==> src/rtl/mem_port_arbiter_pkg.sv <==
// Shared definitions for the memory port arbiter: state encoding and bus width.
package mollusc_mem_pkg;

  localparam int BUS_W = 32;

  localparam logic [1:0] ARB_IDLE = 2'd0;
  localparam logic [1:0] ARB_IF   = 2'd1;
  localparam logic [1:0] ARB_D    = 2'd2;

  typedef enum logic [1:0] {
    S_IDLE = ARB_IDLE,
    S_IF   = ARB_IF,
    S_D    = ARB_D
  } arb_state_e;

endpackage

==> src/rtl/mem_port_arbiter_if.sv <==
// Fetch, execute and memory-bus signals of the arbiter.
// slave: the arbiter's view. master: the surrounding pipeline and memory.
interface mem_port_arbiter_if import mollusc_mem_pkg::*; ();
  logic             if_req;
  logic [BUS_W-1:0] if_addr;
  logic             if_valid;
  logic [BUS_W-1:0] if_rdata;
  logic             d_req;
  logic [BUS_W-1:0] d_addr;
  logic [BUS_W-1:0] d_wdata;
  logic             d_write;
  logic             d_valid;
  logic [BUS_W-1:0] d_rdata;
  logic             stall;
  logic             mem_req;
  logic [BUS_W-1:0] mem_addr;
  logic [BUS_W-1:0] mem_wdata;
  logic             mem_write;
  logic             mem_ack;
  logic [BUS_W-1:0] mem_rdata;
  logic             bus_err;

  modport slave (
    input  if_req, if_addr, d_req, d_addr, d_wdata, d_write, mem_ack, mem_rdata,
    output if_valid, if_rdata, d_valid, d_rdata, stall,
           mem_req, mem_addr, mem_wdata, mem_write, bus_err
  );

  modport master (
    output if_req, if_addr, d_req, d_addr, d_wdata, d_write, mem_ack, mem_rdata,
    input  if_valid, if_rdata, d_valid, d_rdata, stall,
           mem_req, mem_addr, mem_wdata, mem_write, bus_err
  );
endinterface

==> src/rtl/mem_port_arbiter_watchdog.sv <==
// Bus watchdog: counts busy cycles without an ack, flags expiry on the
// LIMIT-th such cycle. Cleared on every grant.
module mem_arb_watchdog #(
  parameter int LIMIT = 64
) (
  input  logic clk,
  input  logic rst,
  input  logic clr,
  input  logic run,
  output logic expire
);
  localparam int W = $clog2(LIMIT + 1);

  logic [W-1:0] cnt;

  assign expire = run && (cnt == W'(LIMIT - 1));

  // wait counter, frozen once expired until the next grant clears it
  always_ff @(posedge clk) begin
    if (rst || clr)          cnt <= '0;
    else if (run && !expire) cnt <= cnt + 1'b1;
  end
endmodule

==> src/rtl/mem_port_arbiter.sv <==
// Shares a single-ported memory bus between fetch and execute load/store.
// Data wins ties unless fetch has waited STARVE_LIMIT data grants.
// Optional bus watchdog enabled by defining MEM_ARB_TIMEOUT_EN.
module mem_port_arbiter import mollusc_mem_pkg::*; #(
  parameter int STARVE_LIMIT   = 4,
  parameter int TIMEOUT_CYCLES = 64
) (
  input  logic              clk,
  input  logic              rst,
  mem_port_arbiter_if.slave bus
);
  if (STARVE_LIMIT < 1 || STARVE_LIMIT > 15 || TIMEOUT_CYCLES < 2) begin : g_bad_cfg
    $error("mem_port_arbiter: parameter out of range");
  end

  arb_state_e state;
  logic [3:0] starve_cnt;
  logic       busy, ack, pulse_gap, d_wins, wd_expire;

  assign busy      = (state != S_IDLE);
  assign ack       = busy && bus.mem_req && bus.mem_ack;
  // a requester holds req through its valid cycle, so no grant is made then
  assign pulse_gap = bus.if_valid || bus.d_valid;
  assign d_wins    = bus.d_req && !(bus.if_req && (starve_cnt == 4'(STARVE_LIMIT)));
  assign bus.stall = bus.d_req && !bus.d_valid;

`ifdef MEM_ARB_TIMEOUT_EN
  logic grant;
  assign grant = (state == S_IDLE) && !pulse_gap && (bus.if_req || bus.d_req);

  mem_arb_watchdog #(.LIMIT(TIMEOUT_CYCLES)) u_wd (
    .clk    (clk),
    .rst    (rst),
    .clr    (grant),
    .run    (busy && !ack),
    .expire (wd_expire)
  );
`else
  assign wd_expire   = 1'b0;
  assign bus.bus_err = 1'b0;
`endif

  // arbitration FSM with registered bus and response outputs
  always_ff @(posedge clk) begin
    if (rst) begin
      state         <= S_IDLE;
      starve_cnt    <= '0;
      bus.mem_req   <= 1'b0;
      bus.mem_addr  <= '0;
      bus.mem_wdata <= '0;
      bus.mem_write <= 1'b0;
      bus.if_valid  <= 1'b0;
      bus.d_valid   <= 1'b0;
      bus.if_rdata  <= '0;
      bus.d_rdata   <= '0;
`ifdef MEM_ARB_TIMEOUT_EN
      bus.bus_err   <= 1'b0;
`endif
    end else begin
      bus.if_valid <= 1'b0;
      bus.d_valid  <= 1'b0;
`ifdef MEM_ARB_TIMEOUT_EN
      bus.bus_err  <= 1'b0;
`endif
      if (!bus.if_req) starve_cnt <= '0;
      unique case (state)
        S_IDLE: if (!pulse_gap) begin
          if (d_wins) begin
            state         <= S_D;
            bus.mem_req   <= 1'b1;
            bus.mem_addr  <= bus.d_addr;
            bus.mem_wdata <= bus.d_write ? bus.d_wdata : '0;
            bus.mem_write <= bus.d_write;
            if (bus.if_req && starve_cnt != 4'hF) starve_cnt <= starve_cnt + 1'b1;
          end else if (bus.if_req) begin
            state         <= S_IF;
            bus.mem_req   <= 1'b1;
            bus.mem_addr  <= bus.if_addr;
            bus.mem_wdata <= '0;
            bus.mem_write <= 1'b0;
            starve_cnt    <= '0;
          end
        end
        S_IF, S_D: if (ack || wd_expire) begin
          state       <= S_IDLE;
          bus.mem_req <= 1'b0;
          if (state == S_IF) begin
            bus.if_valid <= bus.if_req;
            bus.if_rdata <= ack ? bus.mem_rdata : '0;
          end else begin
            bus.d_valid <= bus.d_req;
            if (!ack)                bus.d_rdata <= '0;
            else if (!bus.mem_write) bus.d_rdata <= bus.mem_rdata;
          end
`ifdef MEM_ARB_TIMEOUT_EN
          bus.bus_err <= wd_expire;
`endif
        end
        default: state <= S_IDLE;
      endcase
    end
  end
endmodule
==> src/flat_wrapper.sv <==
// flat-port wrapper written by rule: the top's interface ports become plain ports
module mem_port_arbiter_flat import mollusc_mem_pkg::*;
#(
  parameter int STARVE_LIMIT   = 4,
  parameter int TIMEOUT_CYCLES = 64
)
  (clk, rst, bus_if_req, bus_if_addr, bus_d_req, bus_d_addr, bus_d_wdata, bus_d_write, bus_mem_ack, bus_mem_rdata, bus_if_valid, bus_if_rdata, bus_d_valid, bus_d_rdata, bus_stall, bus_mem_req, bus_mem_addr, bus_mem_wdata, bus_mem_write, bus_bus_err);
  mem_port_arbiter_if bus_i ();
  input  logic clk;
  input  logic rst;
  input wire logic [$bits(bus_i.if_req)-1:0] bus_if_req;
  input wire logic [$bits(bus_i.if_addr)-1:0] bus_if_addr;
  input wire logic [$bits(bus_i.d_req)-1:0] bus_d_req;
  input wire logic [$bits(bus_i.d_addr)-1:0] bus_d_addr;
  input wire logic [$bits(bus_i.d_wdata)-1:0] bus_d_wdata;
  input wire logic [$bits(bus_i.d_write)-1:0] bus_d_write;
  input wire logic [$bits(bus_i.mem_ack)-1:0] bus_mem_ack;
  input wire logic [$bits(bus_i.mem_rdata)-1:0] bus_mem_rdata;
  output wire logic [$bits(bus_i.if_valid)-1:0] bus_if_valid;
  output wire logic [$bits(bus_i.if_rdata)-1:0] bus_if_rdata;
  output wire logic [$bits(bus_i.d_valid)-1:0] bus_d_valid;
  output wire logic [$bits(bus_i.d_rdata)-1:0] bus_d_rdata;
  output wire logic [$bits(bus_i.stall)-1:0] bus_stall;
  output wire logic [$bits(bus_i.mem_req)-1:0] bus_mem_req;
  output wire logic [$bits(bus_i.mem_addr)-1:0] bus_mem_addr;
  output wire logic [$bits(bus_i.mem_wdata)-1:0] bus_mem_wdata;
  output wire logic [$bits(bus_i.mem_write)-1:0] bus_mem_write;
  output wire logic [$bits(bus_i.bus_err)-1:0] bus_bus_err;
  assign bus_i.if_req = bus_if_req;
  assign bus_i.if_addr = bus_if_addr;
  assign bus_i.d_req = bus_d_req;
  assign bus_i.d_addr = bus_d_addr;
  assign bus_i.d_wdata = bus_d_wdata;
  assign bus_i.d_write = bus_d_write;
  assign bus_i.mem_ack = bus_mem_ack;
  assign bus_i.mem_rdata = bus_mem_rdata;
  assign bus_if_valid = bus_i.if_valid;
  assign bus_if_rdata = bus_i.if_rdata;
  assign bus_d_valid = bus_i.d_valid;
  assign bus_d_rdata = bus_i.d_rdata;
  assign bus_stall = bus_i.stall;
  assign bus_mem_req = bus_i.mem_req;
  assign bus_mem_addr = bus_i.mem_addr;
  assign bus_mem_wdata = bus_i.mem_wdata;
  assign bus_mem_write = bus_i.mem_write;
  assign bus_bus_err = bus_i.bus_err;
  mem_port_arbiter #(.STARVE_LIMIT(STARVE_LIMIT), .TIMEOUT_CYCLES(TIMEOUT_CYCLES)) u_core (.clk(clk), .rst(rst), .bus(bus_i));
endmodule
==> config.mk <==
export PLATFORM = sky130hd
export DESIGN_NAME = mem_port_arbiter_flat
export DESIGN_NICKNAME = d
export VERILOG_FILES = /design/src/rtl/mem_port_arbiter_pkg.sv /design/src/rtl/mem_port_arbiter_if.sv /design/src/rtl/mem_port_arbiter_watchdog.sv /design/src/rtl/mem_port_arbiter.sv /design/src/flat_wrapper.sv
export SDC_FILE = /design/constraint.sdc
export NUM_CORES = 1
export LEC_CHECK = 0
export CAP_MARGIN = 20
export CORE_MARGIN = 10
export CORE_UTILIZATION = 39
export DETAILED_ROUTE_END_ITERATION = 6
export PLACE_DENSITY_LB_ADDON = 0.25
export SLEW_MARGIN = 0
export SYNTH_ARGS = -nofsm -noshare
export SYNTH_HDL_FRONTEND = slang
export SYNTH_SLANG_ARGS = --single-unit
==> constraint.sdc <==
create_clock -name clk -period 2.4 [get_ports clk]
set_input_delay 0.48 -clock clk [delete_from_list [all_inputs] [get_ports clk]]
set_output_delay 0.48 -clock clk [all_outputs]
set_load 0.02 [all_outputs]
Word level (Yosys, flattened, before mapping):

Index checks and enable logic that the tools add are counted.

* bits in registers: 138
* output and inout port bits: 134
* input port bits: 134
* word-level logic and storage cells: 67

* mux-type cells: 23
* bitwise operators: 5
* reductions and logical operators: 21
* eq/ne operators: 7
* add/subtract/negate cells: 1

Operators with widths (count)
* two-way mux 32 bit: 5
* two-way mux 4 bit: 6
* AND reduction 3 bit: 3
* two-way mux 2 bit: 4
* AND reduction 4 bit: 2
* OR reduction 4 bit: 2
* logical AND 1 bit: 6
* two-way mux 1 bit: 6
* nonzero test 2 bit: 3
* NOT 1 bit: 5
* adder 4 x 1 -> 4 bit, second input constant: 1
* == test 4 x 3 -> 1 bit, second input constant: 1
* inequality test 4 bit, second input constant: 1
* one-hot mux 2 bit (2 select lines): 1
* inequality test 3 x 2 -> 1 bit, second input constant: 1
* == test 2 x 1 -> 1 bit, second input constant: 1
* == test 2 bit, second input constant: 1
* zero test 1 bit: 2
* zero test 2 bit: 1
* inequality test 2 x 1 -> 1 bit, second input constant: 1
* inequality test 2 bit, second input constant: 1
* one-hot mux 1 bit (2 select lines): 1
* OR reduction 2 bit: 1
* logical OR 1 bit: 1

Logic depth before layout (Yosys ltp):

* word-level depth: 7
* depth in mapped cells: 8
* depth with buffers taken out: 6

Worst setup path after synthesis:

Ideal clock, no wire load.

* path kind: register to register
* start: register u_core.state[0]
* end: register u_core.bus.mem_wdata[0] in the netlist's numbering
* stages on the path, launching flop included: 9
* arrival: 1.692 ns
* setup time: 0.117 ns
* slack: 0.591 ns
* path buffers: 2
* cells stage by stage: dfxtp_1 inv_1 ha_1 nor3b_4 and2b_1 and4b_1 buf_2 buf_4 a22o_1

* word-level cells in the longest chain between the ends: 2

Ends and longest elaborated chain
* start: declaration: line mem_port_arbiter.sv:16 `arb_state_e state;`
* start signal: assignment: line mem_port_arbiter.sv:46 `state <= S_IDLE;`
* start signal: assignment: line mem_port_arbiter.sv:69 `state <= S_D;`
* start signal: assignment: line mem_port_arbiter.sv:76 `state <= S_IF;`
* zero test 2 bit: line mem_port_arbiter.sv:66 `unique case (state)`
* AND reduction 3 bit (no source line)
* end signal: assignment: line mem_port_arbiter.sv:72 `bus.mem_wdata <= bus.d_write ? bus.d_wdata : '0;`
* end: declaration: line mem_port_arbiter_if.sv:26 `mem_req, mem_addr, mem_wdata, mem_write, bus_err`

No other way between the ends.
A chain may end at the register's enable or synchronous reset.

Worst setup path in the final report:

* start: input port bus_d_req
* end: output port bus_stall

* word-level cells in the longest chain between the ends: 1

Ends and longest elaborated chain
* start: declaration: line flat_wrapper.sv:13 `input wire logic [$bits(bus_i.d_req)-1:0] bus_d_req;`
* logical AND 1 bit: line mem_port_arbiter.sv:25 `assign bus.stall = bus.d_req && !bus.d_valid;`
* end: declaration: line flat_wrapper.sv:23 `output wire logic [$bits(bus_i.stall)-1:0] bus_stall;`

No other way between the ends.

==> run summary <==
synthesized flop and latch total -> 138
Comb power frac -> 0.241
total number of vias -> 5222
grt ovf -> 0
Synthesized Nets -> 739
final slew viol count -> 0
clock sinks -> 138
Setup-failing EPs final -> 0
die span in x -> 134.5 um
FF-to-FF Start -> u_core.state[1]
Initial Utilization -> 0.4021
Cell Rows -> 41
wire per inst -> 18.05 um
CTS Buf Count -> 17
clk root buf -> clkbuf_16
uppermost layer routed -> met4
unrepaired setup endpoints after global routing -> no
sw power -> 1985 uW
DRT met1 WL -> 7.223 mm
Achievable Freq -> 0.4374 GHz
met3 WL -> 1.747 mm
synth unique cells -> 36
most common cell after layout, fill and taps aside -> clkdlybuf4s50_1
critical path required time -> 1.92 ns
CP Launch Type -> input port
die area -> 0.01810 mm^2
setup bufs post-CTS -> 0
metal2 WL -> 9.240 mm
Synth Area in Compound Gates -> 0.1974
post-route ant nets -> 0
CP startpoint -> bus_d_req
GPL Wtd Cong -> 0.7806
synthesized area -> 0.005116 mm^2
Post-synth EDFFs -> 0
Total Power -> 6979 uW
Synth Area in Simple Gates -> 0.2018
Min-Delay Startpoint -> u_core.bus.if_rdata[9]
Worst Hold Class -> reg2reg
min cycle time layout -> 2.286 ns
DRT Pass-1 Iters -> 5
Clock Tree Buf Depth -> 2
I/O pins -> 268
internal cell power -> 4994 uW
Final Skew -> 0.007244 ns
initial antenna violation count -> 0
Pwr Density -> 817.7 mW/mm^2
sw frac -> 0.2844
Port-buffer cells -> 266
CTS Hold Bufs -> 0
CTS H-tree depth -> 4
fin cells -> 1033
setup tns final -> 0 ns
layout cell share with drive strength beyond 1 -> 0.05343
drt total wl -> 18.65 mm
placed cell count -> 1002
CTS tree -> done
Crit. End Element -> output port
DR iter-0 viols -> 286
largest net degree at the start of global routing -> 71
Worst Path Arrival -> 1.81 ns
Seq/Total Area, Yosys -> 0.5400
Post-Synth XOR/XNOR Area -> 0
syn_area_per_cell -> 8.527 um^2
crit path max fanout -> 4
vias per inst -> 5.055
FF-to-FF path depth -> 7
largest family of logic cells by synthesized area -> simple AND/OR/NAND/NOR gates
global-route wire length before repair -> 28.69 mm
DR DRC count -> 0
critical path class -> in2out
Max-Cap Viols -> 0
cells after synthesis -> 600
mux contribution to synthesized area -> 0
Synth async-reset ratio -> 0
# fillers -> 1045
worst vdd ir -> 0.0006322 V
leakage power total -> 0.003112 uW
status -> completed
Layout area overhead -> 66.81%
Ys Warns -> 0
vias in the first global route -> 5323
clock network fraction of total power -> 0.382
Post-Synth Adder-Cell Area -> 0.01223
CTS resizes -> 0
Hold Path Stages -> 2
DPL Wire Length -> 13.77 mm
clock slew at reported path FFs -> 0.06 ns
period utilisation layout -> 0.9527
highest-count cells in the layout ignoring fill and taps -> clkdlybuf4s50_1, nand2_1, dfxtp_1
core area -> 0.01272 mm^2
die height -> 134.5 um
clk_lat worst skew -> 0.42 ns
Top FF cell, synth -> dfxtp_1
n_diodes -> 0
Seq pwr share -> 0.377
Final Hold Fails -> 0
Final nets -> 988
Total Routing Usage GR -> 0.1975
-- path summary, 6_finish.rpt --
check	end	slack (ns)
worst max-delay path	bus_stall	0.11
worst min register to register	u_core.bus.if_rdata[9]	0.45
worst max register to register	u_core.bus.mem_wdata[22]	0.22
worst min-delay path	u_core.bus.if_rdata[9]	0.45
-- kinds of logic after synthesis --
group | after synthesis
AND/OR/NAND/NOR | 257
AO/OA/AOI/OAI | 147
buffers and inverters | 52
flip-flops | 138
other | 1
adder cells (fa/ha/maj) | 5
-- flip-flops by register name, summed over array words and instances (netlist names) --
name,flops
u_core.bus.d_rdata,32
u_core.bus.d_valid,1
u_core.bus.if_rdata,32
u_core.bus.if_valid,1
u_core.bus.mem_addr,32
u_core.bus.mem_req,1
u_core.bus.mem_wdata,32
u_core.bus.mem_write,1
u_core.starve_cnt,4
u_core.state,2
-- worst max-delay path, stage by stage --
cell             delay (ns)
clkdlybuf4s50_1        0.53
inv_1                  0.07
nor2_1                 0.10
clkdlybuf4s50_1        0.62
-- power by group through the flow --
stage	clock network [uW]	logic (uW)	registers, uW
after detailed placement	0	1690	2680
after floorplan	0	657	2900
after CTS	2700	1700	2630
after global routing	2810	1800	2650
after global placement	0	1650	2660
final	2670	1680	2630
-- synthesized netlist by cell type (2+ instances only) --
cell,instances,area share
a22o_1,32,0.055
buf_4,5,0.0073
o21ai_0,5,0.0049
clkbuf_1,32,0.023
nand3_1,5,0.0049
nand2b_1,3,0.0037
ha_1,5,0.012
buf_2,7,0.0068
nor3_1,2,0.0020
nor2_1,39,0.029
a21oi_1,67,0.066
and3_1,2,0.0024
a211oi_1,3,0.0044
nand2_1,196,0.14
a311oi_1,32,0.055
nor2b_1,2,0.0024
dfxtp_1,138,0.54
buf_6,3,0.0066
inv_1,5,0.0037
-- area by class of cell --
cell class	instances	area, um^2	share of cell area
multi-input cells	410	2117	0.2481
clock inverters	11	146.4	0.01715
inverters	5	18.77	0.002199
flip-flops and latches	138	2763	0.3237
well taps	172	215.2	0.02522
repair buffers	277	2818	0.3302
clock buffers	20	456.7	0.05351
-- through the flow --
| stage | utilization | cell area [um^2] | worst slack, ns | hold slack (ns) |
|---|---|---|---|---|
| after floorplan | - | 5116 | 0.5911 | 0.4779 |
| after global placement | 0.6234 | 7931 | 0.1024 | 0.4418 |
| after detailed placement | 0.6234 | 7931 | 0.1287 | 0.4472 |
| after CTS | 0.6708 | 8534 | 0.1203 | 0.4544 |
| after global routing | 0.6708 | 8534 | 0.04364 | 0.4699 |
| final | 0.6708 | 8534 | 0.1135 | 0.4505 |
-- layer usage --
metal / vias to the layer above / GRT usage
li1: 2550 / -
met1: 2417 / 0.2121
met2: 229 / 0.3400
met3: 26 / 0.07975
met4: 0 / 0.07618
met5: - / 0
No activity file was read; power rests on OpenSTA's default activity.
